[src/rtl/ahb_lsu_master.sv]
// Load/store bridge: turns one core memory request into a single AHB-Lite NONSEQ
// transfer, handles wait states and the two-cycle ERROR response, and returns extended load data.
module ahb_lsu_master #(
  parameter logic [3:0] HPROT_VAL = 4'b0011
) (
  input  logic        clk,
  input  logic        reset,
  input  logic        req_valid,
  output logic        req_ready,
  input  logic        mem_write,
  input  logic [2:0]  func3,
  input  logic [31:0] alu_out,
  input  logic [31:0] rs2_data,
  output logic        rsp_valid,
  output logic        rsp_err,
  output logic [31:0] rsp_data,
  output logic [31:0] haddr,
  output logic [1:0]  htrans,
  output logic        hwrite,
  output logic [2:0]  hsize,
  output logic [3:0]  hprot,
  output logic [31:0] hwdata,
  input  logic [31:0] data_out_mux,
  input  logic        hready,
  input  logic        hresp
);

  typedef enum logic [1:0] {IDLE, ADDR, DATA, ERR2} state_t;

  state_t      state, state_next;
  logic [31:0] req_addr;
  logic        req_write;
  logic [2:0]  req_func3;
  logic [31:0] wdata_q;
  logic        rsp_valid_q;
  logic        rsp_err_q;
  logic [31:0] rsp_data_q;

  logic        req_legal;
  logic        accept;
  logic        reject;
  logic        done_ok;
  logic        done_err;
  logic [31:0] wdata_repl;
  logic [31:0] lane_data;
  logic [31:0] load_data;

  // Unsupported widths, stores of unsigned widths and misaligned accesses never reach the bus.
  always_comb begin
    req_legal = 1'b1;
    case (func3)
      3'b000, 3'b001, 3'b010: req_legal = 1'b1;
      3'b100, 3'b101:         req_legal = !mem_write;
      default:                req_legal = 1'b0;
    endcase
    if (func3[1:0] == 2'b01 && alu_out[0])
      req_legal = 1'b0;
    if (func3[1:0] == 2'b10 && alu_out[1:0] != 2'b00)
      req_legal = 1'b0;
  end

  always_comb begin
    case (func3[1:0])
      2'b00:   wdata_repl = {4{rs2_data[7:0]}};
      2'b01:   wdata_repl = {2{rs2_data[15:0]}};
      default: wdata_repl = rs2_data;
    endcase
  end

  // Alignment is guaranteed, so shifting the selected lane down to bit 0 serves bytes and halfwords.
  assign lane_data = data_out_mux >> {req_addr[1:0], 3'b000};

  always_comb begin
    case (req_func3)
      3'b000:  load_data = {{24{lane_data[7]}}, lane_data[7:0]};
      3'b001:  load_data = {{16{lane_data[15]}}, lane_data[15:0]};
      3'b100:  load_data = {24'h000000, lane_data[7:0]};
      3'b101:  load_data = {16'h0000, lane_data[15:0]};
      default: load_data = data_out_mux;
    endcase
  end

  always_ff @(posedge clk) begin
    if (reset)
      state <= IDLE;
    else
      state <= state_next;
  end

  always_comb begin
    state_next = state;
    accept     = 1'b0;
    reject     = 1'b0;
    done_ok    = 1'b0;
    done_err   = 1'b0;
    case (state)
      IDLE: begin
        if (req_valid) begin
          if (req_legal) begin
            accept     = 1'b1;
            state_next = ADDR;
          end else begin
            reject = 1'b1;
          end
        end
      end
      ADDR: begin
        if (hready)
          state_next = DATA;
      end
      DATA: begin
        // A one-cycle ERROR (hready already high) is accepted as a complete error response.
        if (hresp) begin
          if (hready) begin
            done_err   = 1'b1;
            state_next = IDLE;
          end else begin
            state_next = ERR2;
          end
        end else if (hready) begin
          done_ok    = 1'b1;
          state_next = IDLE;
        end
      end
      ERR2: begin
        if (hready) begin
          done_err   = 1'b1;
          state_next = IDLE;
        end
      end
      default: state_next = IDLE;
    endcase
  end

  always_ff @(posedge clk) begin
    if (reset) begin
      req_addr    <= 32'h0;
      req_write   <= 1'b0;
      req_func3   <= 3'b000;
      wdata_q     <= 32'h0;
      rsp_valid_q <= 1'b0;
      rsp_err_q   <= 1'b0;
      rsp_data_q  <= 32'h0;
    end else begin
      rsp_valid_q <= 1'b0;
      rsp_err_q   <= 1'b0;
      rsp_data_q  <= 32'h0;
      if (accept) begin
        req_addr  <= alu_out;
        req_write <= mem_write;
        req_func3 <= func3;
        wdata_q   <= wdata_repl;
      end
      if (reject || done_err) begin
        rsp_valid_q <= 1'b1;
        rsp_err_q   <= 1'b1;
      end
      if (done_ok) begin
        rsp_valid_q <= 1'b1;
        rsp_data_q  <= req_write ? 32'h0 : load_data;
      end
    end
  end

  assign req_ready = (state == IDLE);
  assign htrans    = (state == ADDR) ? 2'b10 : 2'b00;
  assign haddr     = req_addr;
  assign hwrite    = req_write;
  assign hsize     = {1'b0, req_func3[1:0]};
  assign hprot     = HPROT_VAL;
  assign hwdata    = wdata_q;
  assign rsp_valid = rsp_valid_q;
  assign rsp_err   = rsp_err_q;
  assign rsp_data  = rsp_data_q;

endmodule

[config.mk]
export PLATFORM = sky130hd
export DESIGN_NAME = ahb_lsu_master
export DESIGN_NICKNAME = d
export VERILOG_FILES = /design/src/rtl/ahb_lsu_master.sv
export SDC_FILE = /design/constraint.sdc
export NUM_CORES = 1
export LEC_CHECK = 0
export CAP_MARGIN = 15
export CELL_PAD_IN_SITES_DETAIL_PLACEMENT = 0
export CELL_PAD_IN_SITES_GLOBAL_PLACEMENT = 1
export CORE_MARGIN = 2
export CORE_UTILIZATION = 28
export CTS_BUF_LIST = sky130_fd_sc_hd__clkbuf_16
export CTS_CLUSTER_SIZE = 10
export DETAILED_ROUTE_END_ITERATION = 8
export GPL_TIMING_DRIVEN = 0
export PLACE_DENSITY = 0.86
export SYNTH_ARGS = -nofsm -noshare
export SYNTH_HDL_FRONTEND = slang
export SYNTH_SLANG_ARGS = --single-unit
[constraint.sdc]
create_clock -name clk -period 2.19 [get_ports clk]
set_input_delay 0.438 -clock clk [delete_from_list [all_inputs] [get_ports clk]]
set_output_delay 0.438 -clock clk [all_outputs]
set_load 0.05 [all_outputs]
# Yosys cells after proc, flatten, opt, wreduce, memory -nomap -nowiden
# Cells that the tools add are included.
[totals] wordCells=64 reg_bits=104
[op_classes] muxes=26 bitwise_logic=1 n_eq_ne=15 reduce_logical=13 shift=1
[op_table] op="32-bit case mux with 4 select lines" n=1
[op_table] op="32-bit case mux with 2 select lines" n=1
[op_table] op="32-bit by 5-bit right shift with 16-bit output" n=1
[op_table] op="1-bit two-way mux" n=14
[op_table] op="2-bit two-way mux" n=7
[op_table] op="3-bit equality test (second input constant)" n=4
[op_table] op="2-bit case mux with 4 select lines" n=1
[op_table] op="2-bit equality test (second input constant)" n=3
[op_table] op="3-bit by 1-bit equality test with 1-bit output (second input constant)" n=2
[op_table] op="3-bit zero test" n=2
[op_table] op="3-bit OR reduction" n=2
[op_table] op="2-bit by 1-bit equality test with 1-bit output (second input constant)" n=2
[op_table] op="2-bit zero test" n=2
[op_table] op="2-bit inequality test (second input constant)" n=2
[op_table] op="1-bit case mux with 2 select lines" n=2
[op_table] op="3-bit by 2-bit equality test with 1-bit output (second input constant)" n=1
[op_table] op="3-bit AND reduction" n=1
[op_table] op="1-bit logical AND" n=2
[op_table] op="2-bit by 1-bit inequality test with 1-bit output (second input constant)" n=1
[op_table] op="2-bit nonzero test" n=1
[op_table] op="2-bit OR reduction" n=1
[op_table] op="1-bit zero test" n=1
[op_table] op="1-bit logical OR" n=1
[op_table] op="1-bit inverter" n=1

# Logic depth before layout (Yosys ltp)
[depth] depth_word=11 depth_mapped=7 depth_no_buf=4

# Worst setup path before layout
# No wires, ideal clock.
[synth_path] kind="register to register" start="register req_addr[1] (netlist: haddr[1])" end="register rsp_data_q[20] (netlist: rsp_data[20])" slack_ps=147 arrival_ps=1911 setup_ps=132 path_stages_with_launch=7 period_less_slack_ps=2043 n_path_buf=2 t_required_ps=2058 path_cell_list="dfxtp_1 > buf_6 > mux2_2 > a21boi_1 > o31ai_4 > buf_6 > a21oi_1"
[synth_via] elab_chain_cells=2
[synth_lines] element="start: declaration" line="31" text="logic [31:0] req_addr;"
[synth_lines] element="start signal: assignment" line="149" text="req_addr <= alu_out;"
[synth_lines] element="32-bit by 5-bit right shift with 16-bit output" line="71" text="assign lane_data = data_out_mux >> {req_addr[1:0], 3'b000};"
[synth_lines] element="32-bit case mux with 4 select lines" line="74" text="case (req_func3)"
[synth_lines] element="end signal: assignment" line="160" text="rsp_data_q <= req_write ? 32'h0 : load_data;"
[synth_lines] element="end: declaration" line="37" text="logic [31:0] rsp_data_q;"
# No other way between the ends.
# A chain may end at the register's enable or synchronous reset.

# Worst setup path after layout
[layout_path] start="register state[1]" end="output req_ready"
[layout_via] elab_chain_cells=1
[layout_lines] element="start: declaration" line="30" text="state_t state, state_next;"
[layout_lines] element="start signal: assignment" line="87" text="state <= state_next;"
[layout_lines] element="2-bit zero test" line="165" text="assign req_ready = (state == IDLE);"
[layout_lines] element="end: declaration" line="9" text="output logic req_ready,"
# No other way between the ends.

==> results.toml <==
[clock_tree]
root_buffer = "clkbuf_16"
path_clk_slew_ns = 0.07
post_cts_buffers = 0
cts_buffer_depth = 2
cts_tree = "built"
clk_latency_ns = 0.35
cts_buffers = 9
clock-sinks = 104
htreeDepth = 3

[timing]
clock_skew_ns = 0.00802
finalSetupTns_ns = 0
hold_viol_final = 0
drv_slew = 0
slew_headroom_pct = 59.0
fin_crit_ns = 2.06
whs_ns = 0.455
tightest_slew_ns = 0.614
grt_setup_unrepaired = "no"
setup_viol = 0
fin_crit_sh_pct = 93.9
max_freq_ghz = 0.486
setup_ws_ns = 0.133

[routing]
drc = 0
drt-vias-per-instance = 4.61
drt_iter0_markers = 224
postRouteAntennaNets = 0
route.final.wire_length_um = 15100
wl_per_cell_um = 15.7
num_vias = 4446
dr.pass1.iters = 6

[global_routing]
grt_pass1_wl_um = 23200
grtUsageTotal_pct = 18.0
grt-ovfl-total = 0
antenna_found_initial = 0
grt_pass1_vias = 4293
grt_max_degree = 16

[power_and_ir_drop]
p_comb_share_pct = 21.5
p_leak_nw = 2.54
p_switching_mw = 1.34
pwr-share-clk_pct = 37.1
p_int_mw = 3.49
vdd_drop_max_mv = 0.369
fin_total_pwr_mw = 4.82
p_per_area_nw_per_um2 = 683
sw_frac_of_total_pct = 27.7
seqPwrFrac_pct = 41.4

[floorplan]
start_util_pct = 28.8
io_pins = 214
rows = 45
die_w_um = 129
dieArea_um2 = 16800
coreArea_um2 = 15300
chipHeight_um = 129

[critical_path]
cp-start-kind = "flip-flop"
ff2ff_setup_slack_ns = 0.28
end_kind = "output port"
crit_type = "flip-flop to output port"
worstReg2RegStart = "haddr[1]"
worst-path-max-fanout = 7
rr_worst_depth = 6
worstPathRequired_ns = 1.75
regToRegEndpoint = "rsp_data[21]"
cp.arrival_ns = 1.62

[logic_synthesis]
synth.yosys.seq_area_share_pct = 47.2
synth_cell_types = 33
avgSynthCellArea_um2 = 8.30
synth_cells = 531
syn_area_um2 = 4410
ys.warnings.count = 0
ys_ff_latch = 104
netlist.area_leader.share_pct = 47.2
yosysTopAreaCell = "dfxtp_1"
synthTopCellsByArea = "dfxtp_1 (47%), nand2_1 (12%), a21oi_1 (8.9%)"

[placement]
dp_hpwl_um = 11500
placed_cells = 951
dpl_cell_area_um2 = 6740
place_congestion = 0.829
post-place-ws_ns = -0.235
portBuffers = 205

[flow_run]
max_cap_violations = 0

[layout]
mostFrequentLayoutCell = "clkdlybuf4s50_1"
fin_area_um2 = 7060
drive_gt1_share_pct = 7.03
fin_nets = 856
final_core_util_pct = 46.1
diodes = 0
syn2layout_area_growth_pct = 60.3
fin_cells = 965
final_cell_mix = "clkdlybuf4s50_1 (202), nand2_1 (141), dfxtp_1 (104)"
fillers = 1592

[worst_hold_path]
worstHoldStart = "haddr[7]"
hold_depth = 2
hold-path-endpoint = "haddr[7]"
hp-class = "flip-flop to flip-flop"

[run_status]
status = "completed"
[how the worst max path moves through the flow]
| stage | start | endpoint | slack, ns |
|---|---|---|---|
| final | state[1] | req_ready | 0.13 |
| after global placement | func3[0] | hwdata[3] | -0.19 |
| after global routing | func3[0] | haddr[11] | 0.009 |
| after floorplan | haddr[1] | rsp_data[20] | 0.15 |
| after CTS | haddr[0] | haddr[0] | 0.002 |
| after detailed placement | func3[0] | hwdata[7] | -0.23 |
[layout make-up]
type                            count  area, um^2  area share (%)
Sequential cell                   104        2080            29.5
Clock inverter                      5        98.8            1.40
Inverter                            6        22.5           0.319
Clock buffer                        9         225            3.19
Multi-Input combinational cell    376        2040            28.9
Buffer                             49         282            3.99
Timing Repair Buffer              205        2050            29.0
Tap cell                          211         264            3.74
[flip-flops by register name (all words and copies together), names as in the netlist]
name and flops:
haddr 32, state 2, rsp_data 32, hwdata 32, hwrite 1, rsp_err 1
req_func3 3, rsp_valid 1
[cells in the mapped netlist, drive strengths merged]
| cell type | number |
|---|---|
| clkbuf | 25 |
| inv | 6 |
| mux2i | 26 |
| o211ai | 2 |
| nand2b | 4 |
| o211a | 1 |
| mux2 | 1 |
| a211oi | 8 |
| nor3b | 1 |
| nand2 | 141 |
| o221a | 7 |
| buf | 24 |
| nor3 | 16 |
| o32ai | 5 |
| dfxtp | 104 |
| nand3 | 2 |
| a221oi | 1 |
| o31ai | 1 |
| o21ai | 16 |
| nor2 | 35 |
| o22ai | 2 |
| nor2b | 10 |
| a21boi | 1 |
| a311oi | 8 |
| mux4 | 1 |
| a2111oi | 1 |
| conb | 2 |
| nor4 | 2 |
| a21oi | 78 |
[power by group through the flow]
stage | combinational [mW] | sequential (mW) | clock, mW
after CTS | 1.04 | 2.00 | 1.85
after floorplan | 0.363 | 2.27 | 0
after detailed placement | 1.04 | 2.04 | 0
final | 1.04 | 2.00 | 1.79
after global routing | 1.11 | 2.01 | 1.92
after global placement | 1.04 | 2.04 | 0
[per-layer routing]
layer / track usage (%) / share of wire (%)
met5: 0 / 0
met4: 5.12 / 1.8
met1: 22.5 / 44
met2: 28.7 / 45
met3: 7.47 / 9.0
[critical path, stage by stage, from the launching register on]
cell           delay, ns
dfxtp_1             0.37
nor2_1              0.30
dlygate4sd2_1       0.61
[cell families after synthesis]
logic type / Yosys count / synth area share, %
and+or+nand+nor: 211 / 20.1
AOI/OAI and AO/OA: 131 / 19.0
buffers and inverters: 55 / 6.87
DFF: 104 / 47.2
muxes: 28 / 6.67
other: 2 / 0.170
[timing repair]
action                     in CTS  in global routing
pin swaps                       0                  0
gates resized for setup         2                  3
hold buffers                    0                  0
cloned                          0                  0
setup endpoints to repair       2                  2
No activity file was read; power rests on OpenSTA's default activity.
